`src/rtl/binary_frame_ctrl_pkg.sv`:
```
`default_nettype none
// +----------------------------------------------------------------------------+
// | Package     : binary_frame_ctrl_pkg                                        |
// | Description : Shared state encoding and default values for the binary     |
// |               frame controller and its accumulator.                        |
// | Revision    : 1.0 - initial release                                        |
// +----------------------------------------------------------------------------+
package binary_frame_ctrl_pkg;

  // Frame controller states
  typedef enum logic [1:0] {
    ST_IDLE    = 2'd0,
    ST_ARM     = 2'd1,
    ST_CAPTURE = 2'd2,
    ST_DONE    = 2'd3
  } bfc_state_e;

  localparam int IMG_W_DEF  = 640;  // binary samples per line
  localparam int IMG_H_DEF  = 480;  // binary lines per frame
  localparam int CW_DEF     = 10;   // coordinate width
  localparam int CNT_W_DEF  = 19;   // foreground counter width
  localparam int THR_W_DEF  = 12;   // grey threshold width

  // Grey window used until software writes a new one
  localparam int THR_LO_DEF = 205;
  localparam int THR_HI_DEF = 255;

endpackage
`default_nettype wire

```
`src/rtl/binary_frame_ctrl_bbox_acc.sv`:
```
`default_nettype none
// +----------------------------------------------------------------------------+
// | Module      : bfc_bbox_acc                                                 |
// | Description : Foreground pixel counter and bounding-box accumulator.       |
// |               Counts qualified foreground pixels (saturating) and tracks   |
// |               min/max column and row of those pixels.                      |
// | Revision    : 1.0 - initial release                                        |
// |----------------------------------------------------------------------------|
// | Ports                                                                      |
// |   clk, rst_n    clock, asynchronous active-low reset                       |
// |   i_clr         clear count, box and has-pixel flag                        |
// |   i_en          pixel strobe qualified by the controller                   |
// |   i_pix         binary pixel, 1 = foreground                               |
// |   i_col, i_row  coordinates of the current pixel                           |
// |   o_count       foreground pixel count                                     |
// |   o_xmin..ymax  bounding box of foreground pixels                          |
// |   o_has_pix     at least one foreground pixel seen since clear             |
// +----------------------------------------------------------------------------+
module bfc_bbox_acc
  import binary_frame_ctrl_pkg::*;
#(
  parameter int CW    = CW_DEF,
  parameter int CNT_W = CNT_W_DEF
) (
  input  logic             clk,
  input  logic             rst_n,
  input  logic             i_clr,
  input  logic             i_en,
  input  logic             i_pix,
  input  logic [CW-1:0]    i_col,
  input  logic [CW-1:0]    i_row,
  output logic [CNT_W-1:0] o_count,
  output logic [CW-1:0]    o_xmin,
  output logic [CW-1:0]    o_xmax,
  output logic [CW-1:0]    o_ymin,
  output logic [CW-1:0]    o_ymax,
  output logic             o_has_pix
);

  logic [CNT_W-1:0] count_q, count_d;
  logic [CW-1:0]    xmin_q, xmin_d;
  logic [CW-1:0]    xmax_q, xmax_d;
  logic [CW-1:0]    ymin_q, ymin_d;
  logic [CW-1:0]    ymax_q, ymax_d;
  logic             has_q, has_d;

  always_comb begin
    count_d = count_q;
    xmin_d  = xmin_q;
    xmax_d  = xmax_q;
    ymin_d  = ymin_q;
    ymax_d  = ymax_q;
    has_d   = has_q;
    if (i_clr) begin
      count_d = '0;
      xmin_d  = '0;
      xmax_d  = '0;
      ymin_d  = '0;
      ymax_d  = '0;
      has_d   = 1'b0;
    end else if (i_en && i_pix) begin
      if (count_q != {CNT_W{1'b1}}) begin
        count_d = count_q + CNT_W'(1);
      end
      has_d = 1'b1;
      if (!has_q) begin
        // First foreground pixel seeds all four bounds
        xmin_d = i_col;
        xmax_d = i_col;
        ymin_d = i_row;
        ymax_d = i_row;
      end else begin
        if (i_col < xmin_q) xmin_d = i_col;
        if (i_col > xmax_q) xmax_d = i_col;
        if (i_row < ymin_q) ymin_d = i_row;
        if (i_row > ymax_q) ymax_d = i_row;
      end
    end
  end

  always_ff @(posedge clk or negedge rst_n) begin
    if (!rst_n) begin
      count_q <= '0;
      xmin_q  <= '0;
      xmax_q  <= '0;
      ymin_q  <= '0;
      ymax_q  <= '0;
      has_q   <= 1'b0;
    end else begin
      count_q <= count_d;
      xmin_q  <= xmin_d;
      xmax_q  <= xmax_d;
      ymin_q  <= ymin_d;
      ymax_q  <= ymax_d;
      has_q   <= has_d;
    end
  end

  assign o_count   = count_q;
  assign o_xmin    = xmin_q;
  assign o_xmax    = xmax_q;
  assign o_ymin    = ymin_q;
  assign o_ymax    = ymax_q;
  assign o_has_pix = has_q;

endmodule
`default_nettype wire

```
`src/rtl/binary_frame_ctrl.sv`:
```
`default_nettype none
// +----------------------------------------------------------------------------+
// | Module      : binary_frame_ctrl                                            |
// | Description : Frame-level controller for the grey->binary segmentation     |
// |               stage. Shadows the grey threshold window (applied only at    |
// |               frame start), sequences capture windows from iFrame_En and   |
// |               reduces each binary frame to a foreground count and bounding |
// |               box, delivered over a valid/ack handshake.                   |
// | Revision    : 1.0 - initial release                                        |
// |----------------------------------------------------------------------------|
// | Ports                                                                      |
// |   iCLK, iRST_N          clock, asynchronous active-low reset               |
// |   iStart                arm for the next frame (IDLE only)                 |
// |   iCont                 re-arm after ack (1) or return to IDLE (0)         |
// |   iFrame_En             frame window from the sensor path                  |
// |   iBinary, iBVAL        binary pixel and its valid strobe                  |
// |   iCfg_WE/Lo/Hi         threshold write (inclusive grey window)            |
// |   oThr_Lo, oThr_Hi      active window driven to the binariser              |
// |   oCfg_Err              pulse: rejected write (lo > hi)                    |
// |   oCount, oX*/oY*       result of the last captured frame                  |
// |   oBox_Valid            result box holds at least one pixel                |
// |   oRes_Valid, iRes_Ack  result handshake                                   |
// |   oDrop                 frames missed while a result was pending (sat.)    |
// |   oBusy                 armed or capturing                                 |
// +----------------------------------------------------------------------------+
module binary_frame_ctrl
  import binary_frame_ctrl_pkg::*;
#(
  parameter int IMG_W = IMG_W_DEF,
  parameter int IMG_H = IMG_H_DEF,
  parameter int CW    = CW_DEF,
  parameter int CNT_W = CNT_W_DEF,
  parameter int THR_W = THR_W_DEF
) (
  input  logic             iCLK,
  input  logic             iRST_N,
  input  logic             iStart,
  input  logic             iCont,
  input  logic             iFrame_En,
  input  logic             iBinary,
  input  logic             iBVAL,
  input  logic             iCfg_WE,
  input  logic [THR_W-1:0] iCfg_Lo,
  input  logic [THR_W-1:0] iCfg_Hi,
  output logic [THR_W-1:0] oThr_Lo,
  output logic [THR_W-1:0] oThr_Hi,
  output logic             oCfg_Err,
  output logic [CNT_W-1:0] oCount,
  output logic [CW-1:0]    oXmin,
  output logic [CW-1:0]    oXmax,
  output logic [CW-1:0]    oYmin,
  output logic [CW-1:0]    oYmax,
  output logic             oBox_Valid,
  output logic             oRes_Valid,
  input  logic             iRes_Ack,
  output logic [7:0]       oDrop,
  output logic             oBusy
);

  bfc_state_e       state_q, state_d;
  logic             frame_en_q;
  logic [CW-1:0]    col_q, col_d;
  logic [CW-1:0]    row_q, row_d;
  logic             row_done_q, row_done_d;
  logic [THR_W-1:0] pend_lo_q, pend_lo_d;
  logic [THR_W-1:0] pend_hi_q, pend_hi_d;
  logic [THR_W-1:0] thr_lo_q, thr_lo_d;
  logic [THR_W-1:0] thr_hi_q, thr_hi_d;
  logic             cfg_err_q, cfg_err_d;
  logic             res_valid_q, res_valid_d;
  logic [CNT_W-1:0] res_count_q, res_count_d;
  logic [CW-1:0]    res_xmin_q, res_xmin_d;
  logic [CW-1:0]    res_xmax_q, res_xmax_d;
  logic [CW-1:0]    res_ymin_q, res_ymin_d;
  logic [CW-1:0]    res_ymax_q, res_ymax_d;
  logic             res_box_q, res_box_d;
  logic [7:0]       drop_q, drop_d;

  logic             w_rise;
  logic             w_fall;
  logic             w_acc_clr;
  logic             w_acc_en;
  logic [CNT_W-1:0] w_acc_count;
  logic [CW-1:0]    w_acc_xmin;
  logic [CW-1:0]    w_acc_xmax;
  logic [CW-1:0]    w_acc_ymin;
  logic [CW-1:0]    w_acc_ymax;
  logic             w_acc_has;

  // Edges are taken against the single registered copy of the window
  assign w_rise = iFrame_En & ~frame_en_q;
  assign w_fall = ~iFrame_En & frame_en_q;

  always_comb begin
    state_d     = state_q;
    col_d       = col_q;
    row_d       = row_q;
    row_done_d  = row_done_q;
    pend_lo_d   = pend_lo_q;
    pend_hi_d   = pend_hi_q;
    thr_lo_d    = thr_lo_q;
    thr_hi_d    = thr_hi_q;
    res_valid_d = res_valid_q;
    res_count_d = res_count_q;
    res_xmin_d  = res_xmin_q;
    res_xmax_d  = res_xmax_q;
    res_ymin_d  = res_ymin_q;
    res_ymax_d  = res_ymax_q;
    res_box_d   = res_box_q;
    drop_d      = drop_q;
    w_acc_clr   = 1'b0;
    w_acc_en    = 1'b0;

    // Threshold writes land in the shadow registers in every state
    cfg_err_d = iCfg_WE && (iCfg_Lo > iCfg_Hi);
    if (iCfg_WE && (iCfg_Lo <= iCfg_Hi)) begin
      pend_lo_d = iCfg_Lo;
      pend_hi_d = iCfg_Hi;
    end

    case (state_q)
      ST_IDLE: begin
        if (iStart) state_d = ST_ARM;
      end
      ST_ARM: begin
        if (w_rise) begin
          state_d    = ST_CAPTURE;
          w_acc_clr  = 1'b1;
          col_d      = '0;
          row_d      = '0;
          row_done_d = 1'b0;
          // Shadow values as of before this cycle, so a coincident write
          // takes effect one frame later
          thr_lo_d   = pend_lo_q;
          thr_hi_d   = pend_hi_q;
        end
      end
      ST_CAPTURE: begin
        if (w_fall) begin
          state_d     = ST_DONE;
          res_valid_d = 1'b1;
          res_count_d = w_acc_count;
          res_box_d   = w_acc_has;
          res_xmin_d  = w_acc_has ? w_acc_xmin : '0;
          res_xmax_d  = w_acc_has ? w_acc_xmax : '0;
          res_ymin_d  = w_acc_has ? w_acc_ymin : '0;
          res_ymax_d  = w_acc_has ? w_acc_ymax : '0;
        end else if (iBVAL && !row_done_q) begin
          w_acc_en = 1'b1;
          if (col_q == CW'(IMG_W - 1)) begin
            col_d = '0;
            // Past the last line everything is discarded until the next frame
            if (row_q == CW'(IMG_H - 1)) row_done_d = 1'b1;
            else                         row_d      = row_q + CW'(1);
          end else begin
            col_d = col_q + CW'(1);
          end
        end
      end
      ST_DONE: begin
        if (w_rise && (drop_q != 8'hFF)) drop_d = drop_q + 8'd1;
        if (iRes_Ack) begin
          res_valid_d = 1'b0;
          state_d     = iCont ? ST_ARM : ST_IDLE;
        end
      end
      default: state_d = ST_IDLE;
    endcase
  end

  always_ff @(posedge iCLK or negedge iRST_N) begin
    if (!iRST_N) begin
      state_q     <= ST_IDLE;
      frame_en_q  <= 1'b0;
      col_q       <= '0;
      row_q       <= '0;
      row_done_q  <= 1'b0;
      pend_lo_q   <= THR_W'(THR_LO_DEF);
      pend_hi_q   <= THR_W'(THR_HI_DEF);
      thr_lo_q    <= THR_W'(THR_LO_DEF);
      thr_hi_q    <= THR_W'(THR_HI_DEF);
      cfg_err_q   <= 1'b0;
      res_valid_q <= 1'b0;
      res_count_q <= '0;
      res_xmin_q  <= '0;
      res_xmax_q  <= '0;
      res_ymin_q  <= '0;
      res_ymax_q  <= '0;
      res_box_q   <= 1'b0;
      drop_q      <= '0;
    end else begin
      state_q     <= state_d;
      frame_en_q  <= iFrame_En;
      col_q       <= col_d;
      row_q       <= row_d;
      row_done_q  <= row_done_d;
      pend_lo_q   <= pend_lo_d;
      pend_hi_q   <= pend_hi_d;
      thr_lo_q    <= thr_lo_d;
      thr_hi_q    <= thr_hi_d;
      cfg_err_q   <= cfg_err_d;
      res_valid_q <= res_valid_d;
      res_count_q <= res_count_d;
      res_xmin_q  <= res_xmin_d;
      res_xmax_q  <= res_xmax_d;
      res_ymin_q  <= res_ymin_d;
      res_ymax_q  <= res_ymax_d;
      res_box_q   <= res_box_d;
      drop_q      <= drop_d;
    end
  end

  bfc_bbox_acc #(
    .CW    (CW),
    .CNT_W (CNT_W)
  ) u_acc (
    .clk       (iCLK),
    .rst_n     (iRST_N),
    .i_clr     (w_acc_clr),
    .i_en      (w_acc_en),
    .i_pix     (iBinary),
    .i_col     (col_q),
    .i_row     (row_q),
    .o_count   (w_acc_count),
    .o_xmin    (w_acc_xmin),
    .o_xmax    (w_acc_xmax),
    .o_ymin    (w_acc_ymin),
    .o_ymax    (w_acc_ymax),
    .o_has_pix (w_acc_has)
  );

  assign oThr_Lo    = thr_lo_q;
  assign oThr_Hi    = thr_hi_q;
  assign oCfg_Err   = cfg_err_q;
  assign oCount     = res_count_q;
  assign oXmin      = res_xmin_q;
  assign oXmax      = res_xmax_q;
  assign oYmin      = res_ymin_q;
  assign oYmax      = res_ymax_q;
  assign oBox_Valid = res_box_q;
  assign oRes_Valid = res_valid_q;
  assign oDrop      = drop_q;
  assign oBusy      = (state_q == ST_ARM) || (state_q == ST_CAPTURE);

endmodule
`default_nettype wire

```
`config.mk`:
```
export PLATFORM = sky130hd
export DESIGN_NAME = binary_frame_ctrl
export DESIGN_NICKNAME = d
export VERILOG_FILES = /design/src/rtl/binary_frame_ctrl_pkg.sv /design/src/rtl/binary_frame_ctrl_bbox_acc.sv /design/src/rtl/binary_frame_ctrl.sv
export SDC_FILE = /design/constraint.sdc
export NUM_CORES = 1
export LEC_CHECK = 0
export BUFFER_PORTS_ARGS = -buffer_cell sky130_fd_sc_hd__buf_2
export CORE_ASPECT_RATIO = 0.7
export CORE_UTILIZATION = 45
export DETAILED_ROUTE_END_ITERATION = 6
export HOLD_SLACK_MARGIN = 0.05
export PLACE_DENSITY = 0.66
export SYNTH_ARGS = -nofsm -noshare
export SYNTH_HDL_FRONTEND = slang
export SYNTH_HIERARCHICAL = 1
export SYNTH_SLANG_ARGS = --single-unit
```
`constraint.sdc`:
```
create_clock -name iCLK -period 3.6 [get_ports iCLK]
set_input_delay 0.18 -clock iCLK [delete_from_list [all_inputs] [get_ports iCLK]]
set_output_delay 0.18 -clock iCLK [all_outputs]
set_load 0.01 [all_outputs]
```
==> impl_metrics.json <==
{
  "detail_route.wl_per_cell_um": 16.5,
  "finalHoldViolCount": 0,
  "synthesis.area_per_instance_um2": 10.7,
  "layout_setup_ws_ns": 0.900,
  "dp_hpwl_um": 16400,
  "cp.buffers_inverters": 4,
  "achievable-frequency_mhz": 370,
  "syn_to_final_growth_pct": 19.6,
  "cts_tree": "built",
  "postCtsSetupRepairBufs": 0,
  "critical_path_class": "input port to flip-flop",
  "syn_inst": 978,
  "crit_path_end_kind": "flip-flop",
  "hold_end": "oRes_Valid",
  "first_global_vias": 7542,
  "yosysSeqAreaShare_pct": 48.7,
  "outcome": "complete, no violations",
  "reg2reg_to": "u_acc/o_ymin[5]",
  "number_of_levels_in_the_clock_h_tree": 1,
  "clock-skew-final_ns": 0.00857,
  "route.vias.total": 7782,
  "met2_routing_resource_usage_after_global_routing_pct": 31.1,
  "cts.clk_slew.worst_paths_ns": 0.07,
  "cpPeakStageDelay_ns": 0.53,
  "buffer_ports.inserted": 127,
  "layout_worst_path_cycle_share_pct": 75.0,
  "gr-usage-all-layers_pct": 20.9,
  "power_frac_comb_pct": 33.3,
  "power_report.internal_total_uw": 5690,
  "timing.slew.headroom_pct": 32.8,
  "ys_ff_latch": 202,
  "grt_antenna_before_repair": 2,
  "postSynthNetCount": 1069,
  "cellLeakagePower_uw": 0.00614,
  "worst_setup_path_start_kind": "input port",
  "critical_path.cell_chain": "dlygate4sd3_1, buf_2, inv_1, ha_1, a211o_1, a21o_1, or4_4, o22ai_4, buf_12, mux2_4",
  "power_switching_share_pct": 35.0,
  "hold_path_startpoint": "iRes_Ack",
  "drt_drc_violations_left": 0,
  "drt_first_pass_iters": 5,
  "chipWidth_um": 184,
  "drv_slew": 0,
  "worst-endpoint-required_ns": 3.98,
  "seq_power_share_pct": 39.7,
  "regToRegStartpoint": "state_q[0]",
  "max_cap_viol_count": 0,
  "count_of_nets_after_finishing": 1221,
  "placementRows": 46,
  "dp_slack_ns": 0.953,
  "post_drt_via_cell_ratio": 5.33,
  "dieArea_um2": 23800,
  "path_type_of_the_worst_min_delay_path": "input port to flip-flop",
  "ant_nets": 0,
  "timing.hold.worst_path_depth": 4,
  "setup-violations-final": 0,
  "max_vdd_drop_mv": 0.423,
  "cts-root-buf": "sky130_fd_sc_hd__clkbuf_16",
  "p_sw_uw": 3070,
  "synth_cell_type_count": 67,
  "route.final.wire_length_um": 24100,
  "grtUsageMet1_pct": 31.6,
  "die_h_um": 129,
  "grt_max_degree": 102,
  "area_occupied_by_multi_input_gates_um2": 4920,
  "crit_path_top_delay_cell": "sky130_fd_sc_hd__dlygate4sd3_1",
  "yosysWarnings": 6,
  "clock_latency_ns": 0.50,
  "final_period_minus_worst_setup_slack_ns": 2.70,
  "total_power_uw": 8750,
  "power.density_nw_per_um2": 701,
  "cts_made_buffers": 22,
  "dr.first_iter.drc_count": 624,
  "routabilityCongestion": 0.858,
  "worst_pin_slew_ns": 1.01,
  "post_synth_instance_area_um2": 10400,
  "register_area_um2": 5090,
  "clockPowerShare_pct": 27.0,
  "layout-drive-gt1-share_pct": 27.4,
  "data_arrival_time_at_the_worst_slack_endpoint_ns": 3.08,
  "fin_tns_setup_ns": 0,
  "number_of_enable_flip_flop_cells_after_synthesis": 0,
  "start_util_pct": 46.0,
  "core_region_area_um2": 22700,
  "fin_util_pct": 55.0,
  "path_max_fanout": 16,
  "global_route.usage.met3_pct": 3.18,
  "ff2ff_path_depth": 8,
  "fillers": 2007,
  "max-clock-path-buffers": 3,
  "grt_pass1_wl_um": 39800,
  "path_delay_family": "buffers and inverters",
  "regToRegSetupSlack_ns": 0.94,
  "grt_overflow_total": 0,
  "ioPinCount": 128,
  "cts_num_sinks": 202,
  "finalHoldWorstSlack_ns": 0.149,
  "synth-main-ff-cell": "sky130_fd_sc_hd__dfrtp_1",
  "grt-busiest-layer": "met1",
  "asyncSetResetFlopFracSynth_pct": 100,
  "rsz0062_at_grt": "false"
}
==> layer usage <==
metal | wire, um | vias to the layer above
met3 | 1150 | 30
met2 | 10100 | 190
li1 | - | 3794
met5 | 0 | -
met4 | 454 | 0
met1 | 12400 | 3768
==> placed cells by master (no fill, tap or decap), types with 13 or more instances in the layout <==
master / n
sky130_fd_sc_hd__dfrtp_1: 176
sky130_fd_sc_hd__buf_2: 126
sky130_fd_sc_hd__nand2_1: 125
sky130_fd_sc_hd__a21oi_1: 70
sky130_fd_sc_hd__inv_1: 67
sky130_fd_sc_hd__ha_1: 58
sky130_fd_sc_hd__o21ai_0: 57
sky130_fd_sc_hd__mux2_2: 51
sky130_fd_sc_hd__mux2_4: 40
sky130_fd_sc_hd__nor2_1: 37
sky130_fd_sc_hd__dlygate4sd3_1: 29
sky130_fd_sc_hd__dfstp_2: 26
sky130_fd_sc_hd__nor2b_1: 25
sky130_fd_sc_hd__nand4_1: 23
sky130_fd_sc_hd__a221o_1: 23
sky130_fd_sc_hd__clkbuf_16: 23
sky130_fd_sc_hd__nand3_1: 16
sky130_fd_sc_hd__buf_4: 13
==> power groups by stage <==
stage | logic [uW] | registers, uW | clock network (uW)
after global placement | 2820 | 3490 | 0
after global routing | 3280 | 3570 | 2510
final | 2910 | 3470 | 2360
after floorplan | 1860 | 3540 | 0
after detailed placement | 2890 | 3510 | 0
after CTS | 2930 | 3480 | 2430
==> registers in the layout, indices dropped and copies added, names as in the netlist, 2 cells and up <==
name,flops
col_q,10
oCount,19
oDrop,8
oThr_Hi,12
oThr_Lo,12
oXmax,10
oXmin,10
oYmax,10
oYmin,10
pend_hi_q,12
pend_lo_q,12
row_q,10
state_q,2
u_acc/o_count,19
u_acc/o_xmax,10
u_acc/o_xmin,10
u_acc/o_ymax,10
u_acc/o_ymin,10
==> worst min-delay path, stage by stage <==
cell and delay [ns]:
sky130_fd_sc_hd__buf_2 0.10, sky130_fd_sc_hd__inv_1 0.05, sky130_fd_sc_hd__a2bb2oi_1 0.07, sky130_fd_sc_hd__o22ai_1 0.18
==> logic make-up (layout without fill, tap and decap cells) <==
logic type / Yosys count / count (layout) / share of synthesized area, %
AOI/OAI and AO/OA: 213 / 213 / 13.4
and+or+nand+nor: 280 / 280 / 13.4
other: 0 / 2 / 0
DFF: 202 / 202 / 48.7
adders and majority gates: 58 / 58 / 6.95
xor gates and xnor gates: 20 / 20 / 1.68
muxes: 94 / 94 / 11.5
buffers and inverters: 111 / 278 / 4.41
==> synthesized netlist by cell type, types with 16 or more instances <==
master | number | area share (%)
sky130_fd_sc_hd__nor2b_1 | 25 | 1.5
sky130_fd_sc_hd__inv_1 | 67 | 2.4
sky130_fd_sc_hd__nand2_1 | 126 | 4.5
sky130_fd_sc_hd__a221o_1 | 23 | 2.2
sky130_fd_sc_hd__nor2_1 | 37 | 1.3
sky130_fd_sc_hd__nand4_1 | 23 | 1.4
sky130_fd_sc_hd__a21oi_1 | 70 | 3.4
sky130_fd_sc_hd__dfrtp_1 | 176 | 42
sky130_fd_sc_hd__mux2_4 | 40 | 5.7
sky130_fd_sc_hd__dfstp_2 | 26 | 6.5
sky130_fd_sc_hd__mux2_2 | 51 | 5.5
sky130_fd_sc_hd__o21ai_0 | 57 | 2.7
sky130_fd_sc_hd__nand3_1 | 16 | 0.77
sky130_fd_sc_hd__clkbuf_1 | 27 | 0.97
sky130_fd_sc_hd__ha_1 | 58 | 6.9
==> area by class of cell <==
cell class / count / area share [%]
multi-input combinational: 665 / 39.3
tap: 312 / 3.12
clock inverter: 12 / 1.17
clock buffer: 27 / 4.97
inverter: 68 / 2.04
antenna: 2 / 0.0401
timing repair buffer: 171 / 8.58
sequential: 202 / 40.7
==> per-stage QoR <==
step | area (um2) | std cells
6_report | 12500 | 1459
5_1_grt | 12500 | 1459
4_1_cts | 12500 | 1457
3_5_place_dp | 11400 | 1389
3_3_place_gp | 11400 | 1389
2_1_floorplan | 10400 | 978
==> worst max path at each step <==
| stage | to | startpoint | cells after the start | slack (ns) |
|---|---|---|---|---|
| 6_report | pend_lo_q[1] | iCfg_Hi[9] | 10 | 0.90 |
| 2_1_floorplan | u_acc/o_count[1] | state_q[1] | 12 | 0.99 |
| 3_3_place_gp | pend_lo_q[1] | iCfg_Lo[9] | 8 | 0.97 |
| 4_1_cts | pend_lo_q[5] | iCfg_Lo[9] | 9 | 0.92 |
| 3_5_place_dp | pend_lo_q[5] | iCfg_Lo[9] | 8 | 0.95 |
| 5_1_grt | u_acc/o_count[8] | state_q[1] | 11 | 0.72 |
==> timing repair <==
action                                 4_1_cts  5_1_grt
gates resized for setup                      0        0
setup endpoints to repair                    0        0
endpoints found under the hold margin       88        0
hold buffers                                29        0
(Power assumes the default switching activity.)
